$ cat src/rtl/fetch_unit_pkg.sv
// Shared Y86 encodings: icodes, status codes, ALU function and condition codes,
// plus the fetch FSM state type.
package fetch_unit_pkg;

  localparam logic [3:0] IHALT   = 4'h0;
  localparam logic [3:0] INOP    = 4'h1;
  localparam logic [3:0] IRRMOVL = 4'h2;
  localparam logic [3:0] IIRMOVL = 4'h3;
  localparam logic [3:0] IRMMOVL = 4'h4;
  localparam logic [3:0] IMRMOVL = 4'h5;
  localparam logic [3:0] IOPL    = 4'h6;
  localparam logic [3:0] IJXX    = 4'h7;
  localparam logic [3:0] ICALL   = 4'h8;
  localparam logic [3:0] IRET    = 4'h9;
  localparam logic [3:0] IPUSHL  = 4'hA;
  localparam logic [3:0] IPOPL   = 4'hB;

  localparam logic [3:0] RNONE = 4'hF;

  localparam logic [1:0] STAT_AOK = 2'd0;
  localparam logic [1:0] STAT_HLT = 2'd1;
  localparam logic [1:0] STAT_INS = 2'd2;

  localparam logic [3:0] ALU_ADD = 4'h0;
  localparam logic [3:0] ALU_SUB = 4'h1;
  localparam logic [3:0] ALU_AND = 4'h2;
  localparam logic [3:0] ALU_XOR = 4'h3;

  localparam logic [3:0] C_YES = 4'h0;
  localparam logic [3:0] C_LE  = 4'h1;
  localparam logic [3:0] C_L   = 4'h2;
  localparam logic [3:0] C_E   = 4'h3;
  localparam logic [3:0] C_NE  = 4'h4;
  localparam logic [3:0] C_GE  = 4'h5;
  localparam logic [3:0] C_G   = 4'h6;

  typedef enum logic [2:0] {
    StOp,
    StReg,
    StConst,
    StIssue,
    StStop
  } fetch_state_e;

endpackage

$ cat src/rtl/instr_len.sv
// Combinational icode decode: which extra bytes follow the opcode and the
// total instruction length in bytes.
module instr_len
  import fetch_unit_pkg::*;
(
  input  logic [3:0] icode,
  output logic       need_reg,
  output logic       need_const,
  output logic [2:0] length,
  output logic       invalid
);

  always_comb begin
    need_reg   = 1'b0;
    need_const = 1'b0;
    length     = 3'd1;
    invalid    = 1'b0;
    unique case (icode)
      IHALT, INOP, IRET: length = 3'd1;
      IRRMOVL, IOPL, IPUSHL, IPOPL: begin
        need_reg = 1'b1;
        length   = 3'd2;
      end
      IJXX, ICALL: begin
        need_const = 1'b1;
        length     = 3'd5;
      end
      IIRMOVL, IRMMOVL, IMRMOVL: begin
        need_reg   = 1'b1;
        need_const = 1'b1;
        length     = 3'd6;
      end
      default: invalid = 1'b1;
    endcase
  end

endmodule

$ cat src/rtl/fetch_unit.sv
// Byte-serial Y86 instruction fetch: reads opcode, register and constant bytes
// from a req/ack memory port and hands decoded fields to execute via valid/ready.
module fetch_unit
  import fetch_unit_pkg::*;
#(
  parameter logic [31:0] RESET_PC = 32'h0
) (
  input  logic        clk,
  input  logic        rst,
  output logic        imem_req,
  output logic [31:0] imem_addr,
  input  logic        imem_ack,
  input  logic [7:0]  imem_rdata,
  input  logic        pc_load,
  input  logic [31:0] pc_new,
  output logic        out_valid,
  input  logic        out_ready,
  output logic [3:0]  icode,
  output logic [3:0]  ifun,
  output logic [3:0]  rA,
  output logic [3:0]  rB,
  output logic [31:0] valC,
  output logic [31:0] valP,
  output logic [1:0]  status
);

  fetch_state_e state_q, state_d;
  logic [31:0]  pc_q, pc_d;
  logic [3:0]   icode_q, icode_d, ifun_q, ifun_d;
  logic [3:0]   ra_q, ra_d, rb_q, rb_d;
  logic [31:0]  valc_q, valc_d, valp_q, valp_d;
  logic [1:0]   status_q, status_d;
  logic [2:0]   idx_q, idx_d;

  logic [3:0]   dec_icode;
  logic         dec_need_reg, dec_need_const, dec_invalid;
  logic [2:0]   dec_length;
  logic         fire;

  // In OP the decoder looks at the byte arriving now; later states use the latched icode.
  assign dec_icode = (state_q == StOp) ? imem_rdata[7:4] : icode_q;

  instr_len u_instr_len (
    .icode      (dec_icode),
    .need_reg   (dec_need_reg),
    .need_const (dec_need_const),
    .length     (dec_length),
    .invalid    (dec_invalid)
  );

  assign imem_req  = !rst && (state_q == StOp || state_q == StReg || state_q == StConst);
  assign imem_addr = pc_q + {29'b0, idx_q};
  assign out_valid = !rst && (state_q == StIssue);
  assign fire      = imem_req && imem_ack;

  assign icode  = icode_q;
  assign ifun   = ifun_q;
  assign rA     = ra_q;
  assign rB     = rb_q;
  assign valC   = valc_q;
  assign valP   = valp_q;
  assign status = status_q;

  always_comb begin
    state_d  = state_q;
    pc_d     = pc_q;
    icode_d  = icode_q;
    ifun_d   = ifun_q;
    ra_d     = ra_q;
    rb_d     = rb_q;
    valc_d   = valc_q;
    valp_d   = valp_q;
    status_d = status_q;
    idx_d    = idx_q;
    unique case (state_q)
      StOp: begin
        if (fire) begin
          icode_d = imem_rdata[7:4];
          ifun_d  = imem_rdata[3:0];
          ra_d    = RNONE;
          rb_d    = RNONE;
          valc_d  = 32'h0;
          valp_d  = pc_q + {29'b0, dec_length};
          idx_d   = 3'd1;
          if (dec_invalid) begin
            status_d = STAT_INS;
            state_d  = StIssue;
          end else begin
            status_d = (imem_rdata[7:4] == IHALT) ? STAT_HLT : STAT_AOK;
            if (dec_need_reg)        state_d = StReg;
            else if (dec_need_const) state_d = StConst;
            else                     state_d = StIssue;
          end
        end
      end
      StReg: begin
        if (fire) begin
          ra_d    = imem_rdata[7:4];
          rb_d    = imem_rdata[3:0];
          idx_d   = idx_q + 3'd1;
          state_d = dec_need_const ? StConst : StIssue;
        end
      end
      StConst: begin
        if (fire) begin
          // Shift in from the top so the first (least significant) byte lands in [7:0].
          valc_d = {imem_rdata, valc_q[31:8]};
          idx_d  = idx_q + 3'd1;
          if (idx_q == dec_length - 3'd1) state_d = StIssue;
        end
      end
      StIssue: begin
        if (out_ready) begin
          pc_d    = valp_q;
          idx_d   = 3'd0;
          state_d = (status_q == STAT_AOK) ? StOp : StStop;
        end
      end
      StStop: ;
      default: state_d = StOp;
    endcase
    if (pc_load) begin
      pc_d    = pc_new;
      idx_d   = 3'd0;
      state_d = StOp;
    end
  end

  always_ff @(posedge clk) begin
    if (rst) begin
      state_q  <= StOp;
      pc_q     <= RESET_PC;
      icode_q  <= 4'h0;
      ifun_q   <= 4'h0;
      ra_q     <= RNONE;
      rb_q     <= RNONE;
      valc_q   <= 32'h0;
      valp_q   <= 32'h0;
      status_q <= STAT_AOK;
      idx_q    <= 3'd0;
    end else begin
      state_q  <= state_d;
      pc_q     <= pc_d;
      icode_q  <= icode_d;
      ifun_q   <= ifun_d;
      ra_q     <= ra_d;
      rb_q     <= rb_d;
      valc_q   <= valc_d;
      valp_q   <= valp_d;
      status_q <= status_d;
      idx_q    <= idx_d;
    end
  end

endmodule

$ cat config.mk
export PLATFORM = sky130hd
export DESIGN_NAME = fetch_unit
export DESIGN_NICKNAME = d
export VERILOG_FILES = /design/src/rtl/fetch_unit_pkg.sv /design/src/rtl/instr_len.sv /design/src/rtl/fetch_unit.sv
export SDC_FILE = /design/constraint.sdc
export NUM_CORES = 1
export LEC_CHECK = 0
export CORE_MARGIN = 10
export CORE_UTILIZATION = 26
export CTS_CLUSTER_DIAMETER = 50
export DETAILED_ROUTE_END_ITERATION = 12
export GPL_TIMING_DRIVEN = 0
export PLACE_DENSITY_LB_ADDON = 0.12
export SYNTH_ARGS = -nofsm -noshare
export SYNTH_HDL_FRONTEND = slang
export SYNTH_SLANG_ARGS = --single-unit
$ cat constraint.sdc
create_clock -name clk -period 4.6 [get_ports clk]
set_input_delay 1.15 -clock clk [delete_from_list [all_inputs] [get_ports clk]]
set_output_delay 1.15 -clock clk [all_outputs]
set_load 0.02 [all_outputs]
# Word-level counts from Yosys, hierarchy flattened
# Index checks and enable logic that the tools add are counted.
# W data, S select, Z words.
dict set report op_classes {
  n_addsub 4
  bitwise_logic 1
  n_reduce_logical 29
  muxes 31
  n_eq_ne 22
}
# operator n
set op_table {}
lappend op_table {{$mux W32} 5}
lappend op_table {{$add A32 B3 Y32} 2}
lappend op_table {{$pmux W32 S2} 1}
lappend op_table {{$mux W3} 9}
lappend op_table {{$pmux W3 S3} 2}
lappend op_table {{$eq A4 B3 Y1 const B} 4}
lappend op_table {{$eq A4 B4 Y1 const B} 4}
lappend op_table {{$mux W4} 4}
lappend op_table {{$pmux W4 S2} 2}
lappend op_table {{$pmux W3 S5} 1}
lappend op_table {{$reduce_or A12 Y1} 1}
lappend op_table {{$eq A4 B2 Y1 const B} 2}
lappend op_table {{$logic_not A4 Y1} 2}
lappend op_table {{$ne A2 B2 Y1 const B} 4}
lappend op_table {{$reduce_bool A2 Y1} 4}
lappend op_table {{$reduce_or A7 Y1} 1}
lappend op_table {{$eq A3 B2 Y1 const B} 2}
lappend op_table {{$mux W2} 3}
lappend op_table {{$reduce_and A3 Y1} 2}
lappend op_table {{$reduce_and A6 Y1} 1}
lappend op_table {{$reduce_or A2 Y1} 3}
lappend op_table {{$reduce_or A5 Y1} 1}
lappend op_table {{$eq A4 B1 Y1 const B} 1}
lappend op_table {{$mux W1} 4}
lappend op_table {{17 further kinds} 22}
dict set report totals {
  elab_cells 97
  register_bits 120
  output_inout_bits 116
  inputBits 45
}

# Logic depth before layout (Yosys ltp)
# Gate-level depths: netlist of run 1.
dict set report depth {
  ltp_word 10
  mapped_depth 12
  depth_no_buf 11
}

# By module
# From an unflattened synthesis of run 1, not the netlist that was laid out.
dict set report hier_totals {
  hier_cells 795
  hier_area_um2 6376.1
}
# module cells_each seq_area_each_um2 area_per_inst_um2 instances
set modules_own_cells {}
lappend modules_own_cells {fetch_unit 785 2402.3 6301.0 1}
lappend modules_own_cells {instr_len 10 0.0 75.1 1}

# Worst setup path before layout of run 1
# OpenSTA, ideal clock, no wires.
dict set report synth_timing {
  kind {input port to flip-flop}
  start {input port imem_rdata[7]}
  end {register valp_q[28], in the netlist valP[28]}
  n_path_buf 1
  t_required_ps 4514
  setup_ps 86
  arrival_ps 3525
  stages 10
  setup_slack_ps 989
  path_cell_list {clkbuf_2 > a21o_2 > a211oi_2 > nor2_1 > fa_1 > nand2b_1 > a2111oi_4 > nand4_1 > xor2_1 > a211oi_1}
}
dict set report synth_between {
  elab_chain_len 5
  elab_cells_between_ends 15
  classes_between {add/sub: 1; eq/ne: 9; mux: 2; reduce/logical: 3}
}
# element line_no
set synth_rtl {}
lappend synth_rtl {{from (decl)} fetch_unit.sv:13} ;# input logic [7:0] imem_rdata,
lappend synth_rtl {{$mux W4 (*)} fetch_unit.sv:41} ;# assign dec_icode = (state_q == StOp) ? imem_rdata[7:4] : icode_q;
lappend synth_rtl {{$eq A4 B2 Y1, or another cell as far along} instr_len.sv:18} ;# unique case (icode)
lappend synth_rtl {{$reduce_or A4 Y1, or another cell as far along} instr_len.sv:18}
lappend synth_rtl {{$pmux W3 S3 (*)} instr_len.sv:18}
lappend synth_rtl {{$add A32 B3 Y32 (*)} fetch_unit.sv:83} ;# valp_d = pc_q + {29'b0, dec_length};
lappend synth_rtl {{to (signal assigned)} fetch_unit.sv:149} ;# valp_q <= valp_d;
lappend synth_rtl {{to (decl)} fetch_unit.sv:31} ;# logic [31:0] valc_q, valc_d, valp_q, valp_d;
# Every way passes the cells marked *; elsewhere a longest branch is shown, timed or not.
# A chain may end at the register's enable or synchronous reset.

# Final worst setup path of run 1
dict set report layout_timing {
  start {input port rst}
  end {output port out_valid}
}
dict set report layout_between {
  elab_chain_len 2
}
# element line_no
set layout_rtl {}
lappend layout_rtl {{from (decl)} fetch_unit.sv:9} ;# input logic rst,
lappend layout_rtl {{$logic_not A1 Y1} fetch_unit.sv:53} ;# assign out_valid = !rst && (state_q == StIssue);
lappend layout_rtl {{$logic_and A1 B1 Y1} fetch_unit.sv:53}
lappend layout_rtl {{to (decl)} fetch_unit.sv:16} ;# output logic out_valid,
# No other way between the ends.

==> reports/qor.yml, run 1 <==
outcome: "completed"
timing.rr.start: "state_q[1]"
drt_pre_antenna_iters: 5
wire_per_inst_um: 18.4
arrival_ns: 3.31
top_layer: "met4"
synth_cell_types: 56
fin_crit_ns: 4.46
syn2layout_area_growth_pct: 41.3
ctsHtreeMaxLevel: 4
rsz0062_at_grt: "false"
finalMaxSlewViolations: 0
cts_root_buf: "clkbuf_16"
antenna_found_initial: 0
rows: 56
fin_skew_ns: 0.0128
reg2reg_depth: 10
dr_wl_met2_mm: 10.7
grt_overflow: 0
initial_core_util: 0.265
relSlewSlack: 0.415
critPathKind: "in2out"
drc_errors: 0
reg2reg_to: "valP[28]"
hold_path.class: "reg2reg"
register_area_um2: 2400
drt-vias-per-instance: 4.75
io_buffers: 157
cp_max_fo: 19
netlist_top_cells_area: "dfxtp_1 39%, nor2_1 7.1%, a21oi_1 6.7%"
p_leak_nw: 3.28
syn_nets: 834
dr_wl_met3_mm: 1.27
grt_max_degree: 20
reg2reg_setup_slack_ns: 0.99
synth_edf_count: 0
cts.sink_count: 120
grt_pass1_wl_mm: 36.6
synth.most_common_cell: "dfxtp_1"
met1_length_mm: 11.6
worst_ep_required_time_ns: 3.45
gp_congestion: 0.808
clk_pin_slew_ns: 0.07
hold_end: "valC[5]"
maxCapViolations: 0
track_usage: 0.152
dp_hpwl_mm: 18.3
finalPower_mw: 2.88
period_share: 0.969
die_w_um: 175
worst_pin_slew_ns: 0.877
cp-end-kind: "primary output"
ys_seq_area_frac: 0.385
peakVddDrop_v: 0.000228
ant_nets: 0
synth_cells: 780
hold_viol_final: 0
multiInputGateArea_um2: 3530
grt_pass1_vias: 6133
synth_top_area_share: 0.385
die_area_um2: 30600
yosysWarnings: 0
power_density_nw_per_um2: 327
numCtsBuffers: 17
synth-async-reset-ratio: 0
finalWirelength_mm: 23.8
clk_latency_ns: 0.42
fin_nets: 1011
fmax_mhz: 224
avgSynthCellArea_um2: 8.00
fillCellCount: 2490
synth-seq-cells: 120
ys.flop_type: "dfxtp_1"
diodes: 0
vias: 6125
netlist_top_cells_count: "120 x dfxtp_1, 118 x nor2_1, 83 x a21oi_1"
drive_gt1_frac: 0.0773
core-area_um2: 23500
setup_viol: 0
hold_buffers: 0
min_path_cells: 2
mappedNetlistArea_um2: 6240
start_kind: "primary input"
min_from: "valC[5]"
cts_tree: "yes"
max-clock-path-buffers: 2
ios: 161
die_h_um: 175
drtIter0Drc: 474
yosys.area.top_type: "dfxtp_1"
setup-tns-final_ns: 0
==> worst max-delay path, cell delays in order <==
cell             delay (ns)
clkdlybuf4s50_1        0.45
clkbuf_2               0.34
clkbuf_1               0.34
nor3_1                 0.35
clkdlybuf4s50_1        0.68
==> state kept, by name (all words and copies together), names as in the netlist <==
signal,flops
state_q,3
pc_q,32
status,2
idx_q,3
icode,4
rA,4
rB,4
valP,32
valC,32
ifun,4
==> through the flow <==
step	setup WS, ns	hold WS [ns]	instances	cell area [um^2]	util
3_3_place_gp	-0.349	0.440	1256	8210	0.349
6_report	0.143	0.450	1289	8820	0.375
5_1_grt	0.0351	0.479	1289	8820	0.375
4_1_cts	0.00719	0.454	1287	8790	0.374
2_1_floorplan	0.989	0.506	780	6240	-
3_5_place_dp	-0.346	0.444	1256	8210	0.349
==> cells in the final DEF, fill, tap and decap left out, drive strengths merged, types with 19 or more instances in the layout <==
cell type / Yosys / routed
a211oi: 30 / 30
a21oi: 83 / 83
buf: 21 / 23
clkbuf: 46 / 62
clkdlybuf4s50: 0 / 157
dfxtp: 120 / 120
inv: 9 / 19
mux2i: 34 / 34
nand2: 78 / 78
nand3: 49 / 49
nor2: 118 / 118
xnor2: 30 / 30
xor2: 25 / 25
==> where the power goes <==
group	internal [mW]	switching (mW)	leakage [nW]	total [mW]
Combinational	0.183	0.247	2.02	0.430
Clock	0.766	0.564	0.282	1.33
Sequential	1.08	0.0408	0.979	1.12
Total	2.03	0.852	3.28	2.88
==> metal layers <==
| metal | track usage | vias to the layer above |
|---|---|---|
| li1 | - | 3057 |
| met1 | 0.201 | 2918 |
| met2 | 0.238 | 139 |
| met3 | 0.0457 | 11 |
| met4 | 0.0311 | 0 |
| met5 | 0 | - |
==> cells by family (layout without fill, tap and decap cells) <==
group	count (synthesis)	after routing	share of synthesized area
AOI/OAI and AO/OA	148	148	0.146
buffers and inverters	76	266	0.0521
muxes	35	35	0.0563
xor gates and xnor gates	55	55	0.0772
adders and majority gates	9	9	0.0205
and+or+nand+nor	337	337	0.262
DFF	120	120	0.385
==> layout make-up <==
cell class | count | area share
plain buffers | 66 | 0.0328
clock buffers | 17 | 0.0482
clock inverters | 15 | 0.0175
inverters | 9 | 0.00383
multi-input cells | 584 | 0.400
flip-flops and latches | 120 | 0.272
well taps | 319 | 0.0453
repair buffers | 159 | 0.180
==> worst max-delay path by stage <==
stage,from,end,slack (ns)
2_1_floorplan,imem_rdata[7],valP[28],0.99
3_3_place_gp,rst,imem_req,-0.35
3_5_place_dp,rst,imem_req,-0.35
4_1_cts,idx_q[0],imem_addr[28],0.007
5_1_grt,rst,out_valid,0.04
6_report,rst,out_valid,0.14
==> what timing repair did <==
item	4_1_cts	5_1_grt
setup endpoints to repair	6	8
buffers inserted	0	2
pin swaps	0	1
resized for setup	2	2
(Power assumes the default switching activity.)
==> run 2, diff against run 1 <==
--- a/config.mk
+++ b/config.mk
@@ -6,11 +6,11 @@
 export NUM_CORES = 1
 export LEC_CHECK = 0
 export CORE_MARGIN = 10
-export CORE_UTILIZATION = 26
+export CORE_UTILIZATION = 45
 export CTS_CLUSTER_DIAMETER = 50
 export DETAILED_ROUTE_END_ITERATION = 12
 export GPL_TIMING_DRIVEN = 0
-export PLACE_DENSITY_LB_ADDON = 0.12
+export PLACE_DENSITY = 0.83
 export SYNTH_ARGS = -nofsm -noshare
 export SYNTH_HDL_FRONTEND = slang
 export SYNTH_SLANG_ARGS = --single-unit
==> run 2 against run 1 <==
  * Clock skew is 0.0034 ns lower
  * Power is 3.1% lower
  * Flip-flop and latch count stayed put
  * Clock power is 7% lower
  * Critical path type unchanged
  * Routed wire length is 9.9% lower
  * Largest power group unchanged
  * Core utilization is 27 points higher
  * Combinational power is 0.9% lower
==> reports/qor.yml, run 2 (synthesis results as in run 1) <==
outcome: "completed"
postLayoutCellArea_um2: 8600  # -2.4%
grt_pass1_wl_mm: 33.6  # -8.2%
hold_ws_ns: 0.452  # +0.00216 ns
hold_buffers: 0  # unchanged
rsz0062_at_grt: "false"
place_inst: 1113  # -11%
finalWirelength_mm: 21.4  # -9.9%
final_common_cell: "clkdlybuf4s50_1"
fmax_mhz: 223  # -0.52%
seqPwrFrac: 0.403  # +0.014
track_usage: 0.224  # +0.0721
setup_ws_ns: 0.120  # -0.0234 ns
drt_pre_antenna_iters: 7  # +2
stdcell_count: 1146  # -11%
grt_overflow: 0  # unchanged
power_density_nw_per_um2: 324  # -0.73%
drtIter0Drc: 548  # +16%
dpl-instance-area_um2: 8030  # -2.2%
die_area_um2: 19000  # -38%
start_kind: "primary input"
die_h_um: 138  # -21%
cp_max_fo: 10  # -9
gp_congestion: 0.959  # +19%
wire_per_inst_um: 18.7  # +1.3%
worst_pin_slew_ns: 0.827  # -0.0497 ns
cp-end-kind: "primary output"
ant_nets: 0  # unchanged
period_share: 0.974  # +0.00509
peakVddDrop_v: 0.000217  # -5.1%
arrival_ns: 3.33  # +0.02 ns
fin_nets: 1011  # unchanged
vias: 6404  # +4.6%
relSlewSlack: 0.444  # +0.0289
setup-tns-final_ns: 0  # unchanged
die_w_um: 138  # -21%
io_buffers: 157  # unchanged
fin_util: 0.642  # +0.267
hold_path.class: "reg2reg"
rows: 42  # -25%
ios: 161  # unchanged
p_int_mw: 1.99  # -2.1%
setup_viol: 0  # unchanged
hold_viol_final: 0  # unchanged
drive_gt1_frac: 0.0753  # -0.00206
cts_root_buf: "clkbuf_16"
drt-vias-per-instance: 5.59  # +18%
finalPower_mw: 2.79  # -3.1%
numCtsBuffers: 17  # unchanged
fin_crit_ns: 4.48  # +0.0234 ns
p_comb_frac: 0.153  # +0.004
p_sw_frac: 0.288  # -0.00746
dp_hpwl_mm: 15.9  # -13%
cts.sink_count: 120  # unchanged
grt_max_degree: 17  # -15%
p_leak_nw: 3.25  # -0.84%
syn2layout_area_growth_pct: 37.9
antenna_found_initial: 0  # unchanged
place_ws_ns: -0.189  # +0.157 ns
max-clock-path-buffers: 2  # unchanged
grt_pass1_vias: 6269  # +2.2%
core-area_um2: 13400  # -43%
critPathKind: "in2out"
ctsHtreeMaxLevel: 4  # unchanged
finalMaxSlewViolations: 0  # unchanged
power.net_switching_mw: 0.805  # -5.6%
clk_latency_ns: 0.42  # about the same
initial_core_util: 0.466  # +0.201
maxCapViolations: 0  # unchanged
cts_tree: "yes"
worst_ep_required_time_ns: 3.45  # about the same
diodes: 0  # unchanged
clock_power_share: 0.445  # -0.016
final_cell_mix: "157 x clkdlybuf4s50_1, 120 x dfxtp_1, 118 x nor2_1"
fin_skew_ns: 0.00942  # -0.00341 ns
drc_errors: 0  # unchanged
clk_pin_slew_ns: 0.06  # about the same
## run 2: power groups by stage
stage | registers, mW | logic [mW] | clock network (mW)
after floorplan | 1.16 | 0.209 | 0
after global placement | 1.14 | 0.414 | 0
after detailed placement | 1.14 | 0.420 | 0
after CTS | 1.12 | 0.424 | 1.24
after global routing | 1.13 | 0.460 | 1.29
final | 1.12 | 0.426 | 1.24
## run 2: metal layers
layer / global-route usage / vias up / routed length [um]
met4: 0.0904 / 0 / 694
met3: 0.0605 / 50 / 1720
met5: 0 / - / 0
li1: - / 3066 / -
met1: 0.275 / 3012 / 8830
met2: 0.362 / 276 / 10100
## run 2: worst max-delay path, stage by stage
cell	delay [ns]
clkdlybuf4s50_1	0.49
clkbuf_2	0.26
clkbuf_1	0.42
clkbuf_2	0.33
nor2_1	0.07
clkdlybuf4s50_1	0.60
## run 2: path summary, 6_finish.rpt
kind | from | to | slack, ns | cells after the start
worst max register to register | state_q[1] | valP[24] | 1.01 | 10
worst min-delay path | valC[6] | valC[6] | 0.45 | 2
worst min register to register | valC[6] | valC[6] | 0.45 | 2
worst max-delay path | rst | imem_req | 0.12 | 6
## run 2: final cells by class
cell class / count / area, um^2
tap: 176 / 220
clock buffer: 20 / 457
timing repair buffer: 158 / 1580
inverter: 9 / 33.8
multi-input combinational: 584 / 3520
sequential: 120 / 2400
fill: 1100 / 4800
buffer: 67 / 294
clock inverter: 12 / 95.1
## run 2: timing repair
action / CTS / global route
setup buffers: 0 / 1
endpoints found under the hold margin: 0 / 0
pin swaps: 0 / 1
endpoints found under the setup margin: 3 / 6
gates resized for setup: 3 / 1
==> run 3, diff against run 2 <==
--- a/config.mk
+++ b/config.mk
@@ -8,6 +8,7 @@
 export CORE_MARGIN = 10
 export CORE_UTILIZATION = 45
 export CTS_CLUSTER_DIAMETER = 50
+export CTS_CLUSTER_SIZE = 40
 export DETAILED_ROUTE_END_ITERATION = 12
 export GPL_TIMING_DRIVEN = 0
 export PLACE_DENSITY = 0.83
==> results of run 3 <==
No change in the layout: final DEF, timing and power equal those of run 2.
